`config.mk`:
```
export PLATFORM = sky130hd
export DESIGN_NAME = uart_tx_fifo
export DESIGN_NICKNAME = d
export VERILOG_FILES = /design/src/rtl/uart_pkg.sv /design/src/rtl/sync_fifo.sv /design/src/rtl/uart_tx_fifo.sv
export SDC_FILE = /design/constraint.sdc
export NUM_CORES = 1
export LEC_CHECK = 0
export ABC_AREA = 0
export BUFFER_PORTS_ARGS = -buffer_cell sky130_fd_sc_hd__buf_2
export CORE_UTILIZATION = 55
export CTS_CLUSTER_DIAMETER = 150
export DETAILED_ROUTE_END_ITERATION = 8
export MAX_ROUTING_LAYER = met4
export PLACE_DENSITY = 0.72
export SLEW_MARGIN = 10
export SYNTH_ARGS = -nofsm -noshare
export SYNTH_HDL_FRONTEND = slang
export SYNTH_HIERARCHICAL = 1
export SYNTH_SLANG_ARGS = --single-unit
```
`constraint.sdc`:
```
create_clock -name fpga_sysclk -period 4.73 [get_ports fpga_sysclk]
set_clock_uncertainty 0.15 [all_clocks]
set_input_delay 1.1825 -clock fpga_sysclk [delete_from_list [all_inputs] [get_ports fpga_sysclk]]
set_output_delay 1.1825 -clock fpga_sysclk [all_outputs]
set_load 0.005 [all_outputs]
```
`src/rtl/uart_pkg.sv`:
```
// rtl/uart_pkg.sv - shared state type, bit-count constants and parity helper for the UART transmitter
package uart_pkg;

    typedef enum logic [2:0] {
        IDLE   = 3'd0,
        START  = 3'd1,
        DATA   = 3'd2,
        PARITY = 3'd3,
        STOP   = 3'd4
    } tx_state_t;

    localparam int DATA_BITS = 8;
    localparam int BIT_IDX_W = $clog2(DATA_BITS);

    function automatic logic even_parity(input logic [DATA_BITS-1:0] d);
        return ^d;
    endfunction

endpackage

```
`src/rtl/sync_fifo.sv`:
```
// rtl/sync_fifo.sv - first-word-fall-through synchronous FIFO, power-of-2 depth
// Storage is deliberately left out of reset; only pointers and occupancy are cleared.
module sync_fifo #(
    parameter int WIDTH = 8,
    parameter int DEPTH = 16
) (
    input  logic                   clk,
    input  logic                   rst_n,
    input  logic [WIDTH-1:0]       s_tdata,
    input  logic                   s_tvalid,
    output logic                   s_tready,
    output logic [WIDTH-1:0]       m_tdata,
    output logic                   m_tvalid,
    input  logic                   m_tready,
    output logic [$clog2(DEPTH):0] level
);
    localparam int AW = $clog2(DEPTH);
    localparam int LW = AW + 1;

    logic [WIDTH-1:0] mem [DEPTH];
    logic [AW-1:0]    wr_ptr_q, wr_ptr_d;
    logic [AW-1:0]    rd_ptr_q, rd_ptr_d;
    logic [LW-1:0]    level_q, level_d;
    logic             push;
    logic             pop;

    assign s_tready = (level_q != LW'(DEPTH));
    assign m_tvalid = (level_q != '0);
    assign m_tdata  = mem[rd_ptr_q];
    assign level    = level_q;
    assign push     = s_tvalid && s_tready;
    assign pop      = m_tready && m_tvalid;

    // Pointers wrap by natural overflow because DEPTH is a power of 2.
    always_comb begin
        wr_ptr_d = wr_ptr_q;
        rd_ptr_d = rd_ptr_q;
        level_d  = level_q;
        if (push) begin
            wr_ptr_d = wr_ptr_q + AW'(1);
        end
        if (pop) begin
            rd_ptr_d = rd_ptr_q + AW'(1);
        end
        case ({push, pop})
            2'b10:   level_d = level_q + LW'(1);
            2'b01:   level_d = level_q - LW'(1);
            default: level_d = level_q;
        endcase
    end

    always_ff @(posedge clk or negedge rst_n) begin
        if (!rst_n) begin
            wr_ptr_q <= '0;
            rd_ptr_q <= '0;
            level_q  <= '0;
        end else begin
            wr_ptr_q <= wr_ptr_d;
            rd_ptr_q <= rd_ptr_d;
            level_q  <= level_d;
        end
    end

    always_ff @(posedge clk) begin
        if (push) begin
            mem[wr_ptr_q] <= s_tdata;
        end
    end

endmodule

```
`src/rtl/uart_tx_fifo.sv`:
```
// rtl/uart_tx_fifo.sv - FIFO-buffered 8N1 UART transmitter; define UART_TX_PARITY_EN for 8E1 framing
module uart_tx_fifo
    import uart_pkg::*;
#(
    parameter int CLK_HZ     = 100000000,
    parameter int BAUD       = 115200,
    parameter int FIFO_DEPTH = 16
) (
    input  logic                        fpga_sysclk,
    input  logic                        rst_fpga_,
    input  logic [7:0]                  in_data,
    input  logic                        in_valid,
    output logic                        in_ready,
    output logic                        uart_txd,
    output logic                        busy,
    output logic [$clog2(FIFO_DEPTH):0] level
);
    localparam int                   DIV      = CLK_HZ / BAUD;
    localparam int                   CW       = (DIV > 2) ? $clog2(DIV) : 1;
    localparam logic [CW-1:0]        DIV_M1   = CW'(DIV - 1);
    localparam logic [BIT_IDX_W-1:0] LAST_BIT = BIT_IDX_W'(DATA_BITS - 1);

    if (DIV < 2) begin : g_bad_div
        $error("uart_tx_fifo: CLK_HZ/BAUD must be at least 2");
    end
    if (FIFO_DEPTH < 2 || (FIFO_DEPTH & (FIFO_DEPTH - 1)) != 0) begin : g_bad_depth
        $error("uart_tx_fifo: FIFO_DEPTH must be a power of 2, at least 2");
    end

    tx_state_t              state_q, state_d;
    logic [CW-1:0]          cnt_q, cnt_d;
    logic [BIT_IDX_W-1:0]   bit_idx_q, bit_idx_d;
    logic [DATA_BITS-1:0]   shift_q, shift_d;
    logic                   txd_q, txd_d;
`ifdef UART_TX_PARITY_EN
    logic                   parity_q, parity_d;
`endif

    logic [DATA_BITS-1:0]   fifo_tdata;
    logic                   fifo_tvalid;
    logic                   fifo_pop;
    logic                   bit_done;
    logic                   start_frame;

    sync_fifo #(
        .WIDTH (DATA_BITS),
        .DEPTH (FIFO_DEPTH)
    ) u_fifo (
        .clk      (fpga_sysclk),
        .rst_n    (rst_fpga_),
        .s_tdata  (in_data),
        .s_tvalid (in_valid),
        .s_tready (in_ready),
        .m_tdata  (fifo_tdata),
        .m_tvalid (fifo_tvalid),
        .m_tready (fifo_pop),
        .level    (level)
    );

    assign bit_done = (cnt_q == '0);
    assign uart_txd = txd_q;
    assign busy     = (state_q != IDLE) || (level != '0);

    always_comb begin
        state_d     = state_q;
        cnt_d       = cnt_q;
        bit_idx_d   = bit_idx_q;
        shift_d     = shift_q;
        txd_d       = txd_q;
        fifo_pop    = 1'b0;
        start_frame = 1'b0;
`ifdef UART_TX_PARITY_EN
        parity_d    = parity_q;
`endif
        case (state_q)
            IDLE: begin
                start_frame = fifo_tvalid;
            end
            START: begin
                if (!bit_done) begin
                    cnt_d = cnt_q - CW'(1);
                end else begin
                    state_d   = DATA;
                    cnt_d     = DIV_M1;
                    bit_idx_d = '0;
                    txd_d     = shift_q[0];
                end
            end
            DATA: begin
                if (!bit_done) begin
                    cnt_d = cnt_q - CW'(1);
                end else begin
                    cnt_d = DIV_M1;
                    if (bit_idx_q == LAST_BIT) begin
`ifdef UART_TX_PARITY_EN
                        state_d = PARITY;
                        txd_d   = parity_q;
`else
                        state_d = STOP;
                        txd_d   = 1'b1;
`endif
                    end else begin
                        bit_idx_d = bit_idx_q + BIT_IDX_W'(1);
                        shift_d   = shift_q >> 1;
                        txd_d     = shift_q[1];
                    end
                end
            end
`ifdef UART_TX_PARITY_EN
            PARITY: begin
                if (!bit_done) begin
                    cnt_d = cnt_q - CW'(1);
                end else begin
                    state_d = STOP;
                    cnt_d   = DIV_M1;
                    txd_d   = 1'b1;
                end
            end
`endif
            STOP: begin
                if (!bit_done) begin
                    cnt_d = cnt_q - CW'(1);
                end else if (fifo_tvalid) begin
                    start_frame = 1'b1;
                end else begin
                    state_d = IDLE;
                    txd_d   = 1'b1;
                end
            end
            default: begin
                state_d = IDLE;
                txd_d   = 1'b1;
            end
        endcase

        // Popping on the same edge that drives the start bit gives back-to-back frames with no gap.
        if (start_frame) begin
            fifo_pop = 1'b1;
            state_d  = START;
            cnt_d    = DIV_M1;
            shift_d  = fifo_tdata;
            txd_d    = 1'b0;
`ifdef UART_TX_PARITY_EN
            parity_d = even_parity(fifo_tdata);
`endif
        end
    end

    always_ff @(posedge fpga_sysclk or negedge rst_fpga_) begin
        if (!rst_fpga_) begin
            state_q   <= IDLE;
            cnt_q     <= '0;
            bit_idx_q <= '0;
            shift_q   <= '0;
            txd_q     <= 1'b1;
`ifdef UART_TX_PARITY_EN
            parity_q  <= 1'b0;
`endif
        end else begin
            state_q   <= state_d;
            cnt_q     <= cnt_d;
            bit_idx_q <= bit_idx_d;
            shift_q   <= shift_d;
            txd_q     <= txd_d;
`ifdef UART_TX_PARITY_EN
            parity_q  <= parity_d;
`endif
        end
    end

endmodule
```
==> flow_summary_export.csv <==
group,metric,value,unit
outcome,outcome,"finished, final reports clean",
routing,wirelength,13500,um
die,fp.dieArea,13600,um2
power,power_leakage,3.01,nW
routing,remaining_drc_errors,0,
hold_path,min_from,"shift_q[3]",
setup_path,critPathLaunchType,"flip-flop",
sta,slew_viol_final,0,
setup_path,crit_family,"simple AND/OR/NAND/NOR gates",
clock_tree,clkTransAtPathRegs,0.06,ns
logic_synthesis,synth_seq_area_share,0.665,
hold_path,whs_path_depth,1,
power,pwr-share-clk,0.372,
clock_tree,clock_latency,0.42,ns
logic_synthesis,synth-seq-cells,166,
logic_synthesis,synthXorXnorAreaFrac,0.0146,
hold_path,hold_end,"shift_q[3]",
die,dieWidth,117,um
cells_and_area,areaGrowthSynthToFinish,10.3,%
setup_path,cp_max_fo,18,
power,cell_internal_pwr,2.59,mW
sta,rsz0062_at_grt,"false",
global_routing,antenna_found_initial,0,
global_routing,grt_use_total,0.233,
logic_synthesis,synth_cell_types,55,
setup_path,crit_path_end_kind,"flip-flop",
power,pwr-share-seq,0.524,
logic_synthesis,synthSimpleGateAreaFrac,0.0782,
clock_tree,post-cts-setup-buffers,0,
cells_and_area,diodes,0,
logic_synthesis,synthCells,485,
clock_tree,cts_buffers,17,
logic_synthesis,synth_compound_area_frac,0.0831,
sta,slew_headroom,0.342,
logic_synthesis,synth-adder-area-share,0.0236,
die,dieHeight,117,um
setup_path,critPathArrivalTime,4.35,ns
hold_path,worstHoldPathType,"flip-flop to flip-flop",
logic_synthesis,muxShareOfSynthArea,0.106,
setup_path,cp_slowest_cell,"or3_1",
clock_tree,cts_tree,"built",
clock_tree,post_cts_resized,0,
die,io_pins,19,
logic_synthesis,synth-main-ff-cell,"edfxtp_1",
power,power.switching,0.859,mW
setup_path,r2r_start,"cnt_q[0]",
routing,drt_iter0_markers,319,
setup_path,path_cells,"inv_1 > ha_1 > or3b_4 > or3_1 > a21oi_4 > and2_4 > ha_1 > inv_1 > fa_1 > nor2b_1 > o21ai_0 > nand3_1 > or3b_1 > xnor2_1",
power,pwr-share-comb,0.104,
place,port_buffers,18,
die,core,12700,um2
sta,clock.fmax,238,MHz
logic_synthesis,synth_area,7210,um2
cells_and_area,final_common_cell,"edfxtp_1",
global_routing,grt_pass1_vias,3941,
power,peakVddDrop,0.000312,V
sta,whs,0.325,ns
power,swShare,0.249,
global_routing,grt_max_degree,39,
logic_synthesis,avgSynthCellArea,14.9,um2
logic_synthesis,synthArstFlopShare,0.229,
setup_path,worst-endpoint-required,4.88,ns
sta,post-route-period-util,0.888,
global_routing,grt_overflow,0,
routing,antenna_left,0,
logic_synthesis,synth_edf_count,128,
die,start_util,0.567,
routing,drt-wirelength-per-cell,19.7,um
logic_synthesis,synth_top_family_by_area,"multiplexers",
clock_tree,hold_buffers,0,
flow_run,cap_viol_max_count,0,
sta,finalHoldViolCount,0,
clock_tree,cts_buffer_depth,2,
place,dp_hpwl,8820,um
logic_synthesis,ys.warnings.count,6,
sta,finalSetupTns,0,ns
power,cellPowerDensity,433,nW/um2
sta,setup_viol,0,
die,rows,41,
logic_synthesis,synth_nets,509,
routing,viasPerCell,5.96,
cells_and_area,nets,528,
setup_path,path_buf_inv,2,
setup_path,worstSetupPathType,"flip-flop to flip-flop",
setup_path,reg2reg_depth,14,
cells_and_area,drive_above_1_share,0.176,
routing,drt_pre_antenna_iters,5,
global_routing,grt_pass1_wl,21600,um
setup_path,worstReg2RegEnd,"u_fifo/level[4]",
cells_and_area,layout_common_cells,"edfxtp_1, nand2_1, dfrtp_1",
sta,worstMarginPinSlew,0.987,ns
clock_tree,root_buffer,"clkbuf_16",
clock_tree,htree_levels,4,
sta,period_needed,4.20,ns
setup_path,crit_path_max_incr_delay,0.53,ns
place,gp_congestion,0.823,
routing,vias,4099,
clock_tree,cts_sinks,166,
setup_path,r2r_setup_slack,0.53,ns
-- final cells by class --
class	count	area, um2
clock buffer	18	429
clock inverter	13	124
fill	978	4770
inverter	11	41.3
multi-input combinational	283	2210
sequential	166	4800
tap	172	215
timing repair buffer	25	143
-- per-layer routing --
metal / routed length [um] / track usage
met3: 556 / 0.0498
met2: 6600 / 0.353
met5: 0 / -
met4: 231 / 0.0991
met1: 6140 / 0.307
-- metrics by stage --
step | power [mW] | util | std cells | setup slack (ns) | area (um2)
after floorplan | 2.05 | - | 485 | 0.863 | 7210
after global placement | 2.18 | 0.582 | 657 | 0.708 | 7400
after detailed placement | 2.19 | 0.582 | 657 | 0.592 | 7400
after CTS | 3.47 | 0.625 | 688 | 0.563 | 7960
after global routing | 3.58 | 0.625 | 688 | 0.274 | 7960
final | 3.45 | 0.625 | 688 | 0.531 | 7960
-- power groups by stage --
stage | sequential (mW) | combinational, mW | clock, mW
2_1_floorplan | 1.80 | 0.246 | 0
3_3_place_gp | 1.83 | 0.347 | 0
3_5_place_dp | 1.84 | 0.358 | 0
4_1_cts | 1.81 | 0.362 | 1.30
5_1_grt | 1.82 | 0.399 | 1.36
6_report | 1.81 | 0.359 | 1.28
-- flip-flops by register name, indices dropped and copies added, names as in the netlist --
signal and count:
bit_idx_q 3, state_q 3, uart_txd 1, cnt_q 10
u_fifo/mem 128, u_fifo/level 5, shift_q 8, u_fifo/wr_ptr_q 4
u_fifo/rd_ptr_q 4
-- synthesized netlist by cell type, drive strengths merged (4+ instances only) --
| cell | count | area (um2) |
|---|---|---|
| edfxtp | 128 | 3840 |
| o21ai | 38 | 190 |
| dfrtp | 37 | 926 |
| nand2 | 37 | 146 |
| mux2i | 29 | 290 |
| nor2 | 25 | 93.8 |
| buf | 18 | 143 |
| mux4 | 16 | 360 |
| a21oi | 15 | 86.3 |
| ha | 12 | 150 |
| nor3 | 12 | 65.1 |
| inv | 11 | 41.3 |
| mux2 | 10 | 116 |
| xnor2 | 9 | 78.8 |
| a21o | 8 | 61.3 |
| a221oi | 8 | 70.1 |
| a22oi | 8 | 60.1 |
| clkbuf | 7 | 26.3 |
| nand2b | 6 | 37.5 |
| a22o | 5 | 43.8 |
| nor4 | 5 | 43.8 |
| nand3 | 4 | 20.0 |
-- kinds of logic (layout without fill, tap and decap cells) --
| family | count (synthesis) | in the layout |
|---|---|---|
| AOI/OAI and AO/OA | 93 | 93 |
| adders and majority gates | 13 | 13 |
| DFF | 166 | 166 |
| xor gates and xnor gates | 12 | 12 |
| and+or+nand+nor | 110 | 110 |
| muxes | 55 | 55 |
| buffers and inverters | 36 | 67 |
-- worst max path at each step --
| stage | startpoint | to | depth (start not counted) |
|---|---|---|---|
| floorplan | cnt_q[0] | u_fifo/level[4] | 17 |
| global placement | cnt_q[0] | u_fifo/level[4] | 14 |
| detailed placement | cnt_q[0] | u_fifo/level[4] | 14 |
| CTS | cnt_q[0] | u_fifo/level[4] | 14 |
| global route | cnt_q[0] | u_fifo/level[4] | 14 |
| finish | cnt_q[0] | u_fifo/level[4] | 14 |
Note: power is estimated with default switching activity, not from simulation.
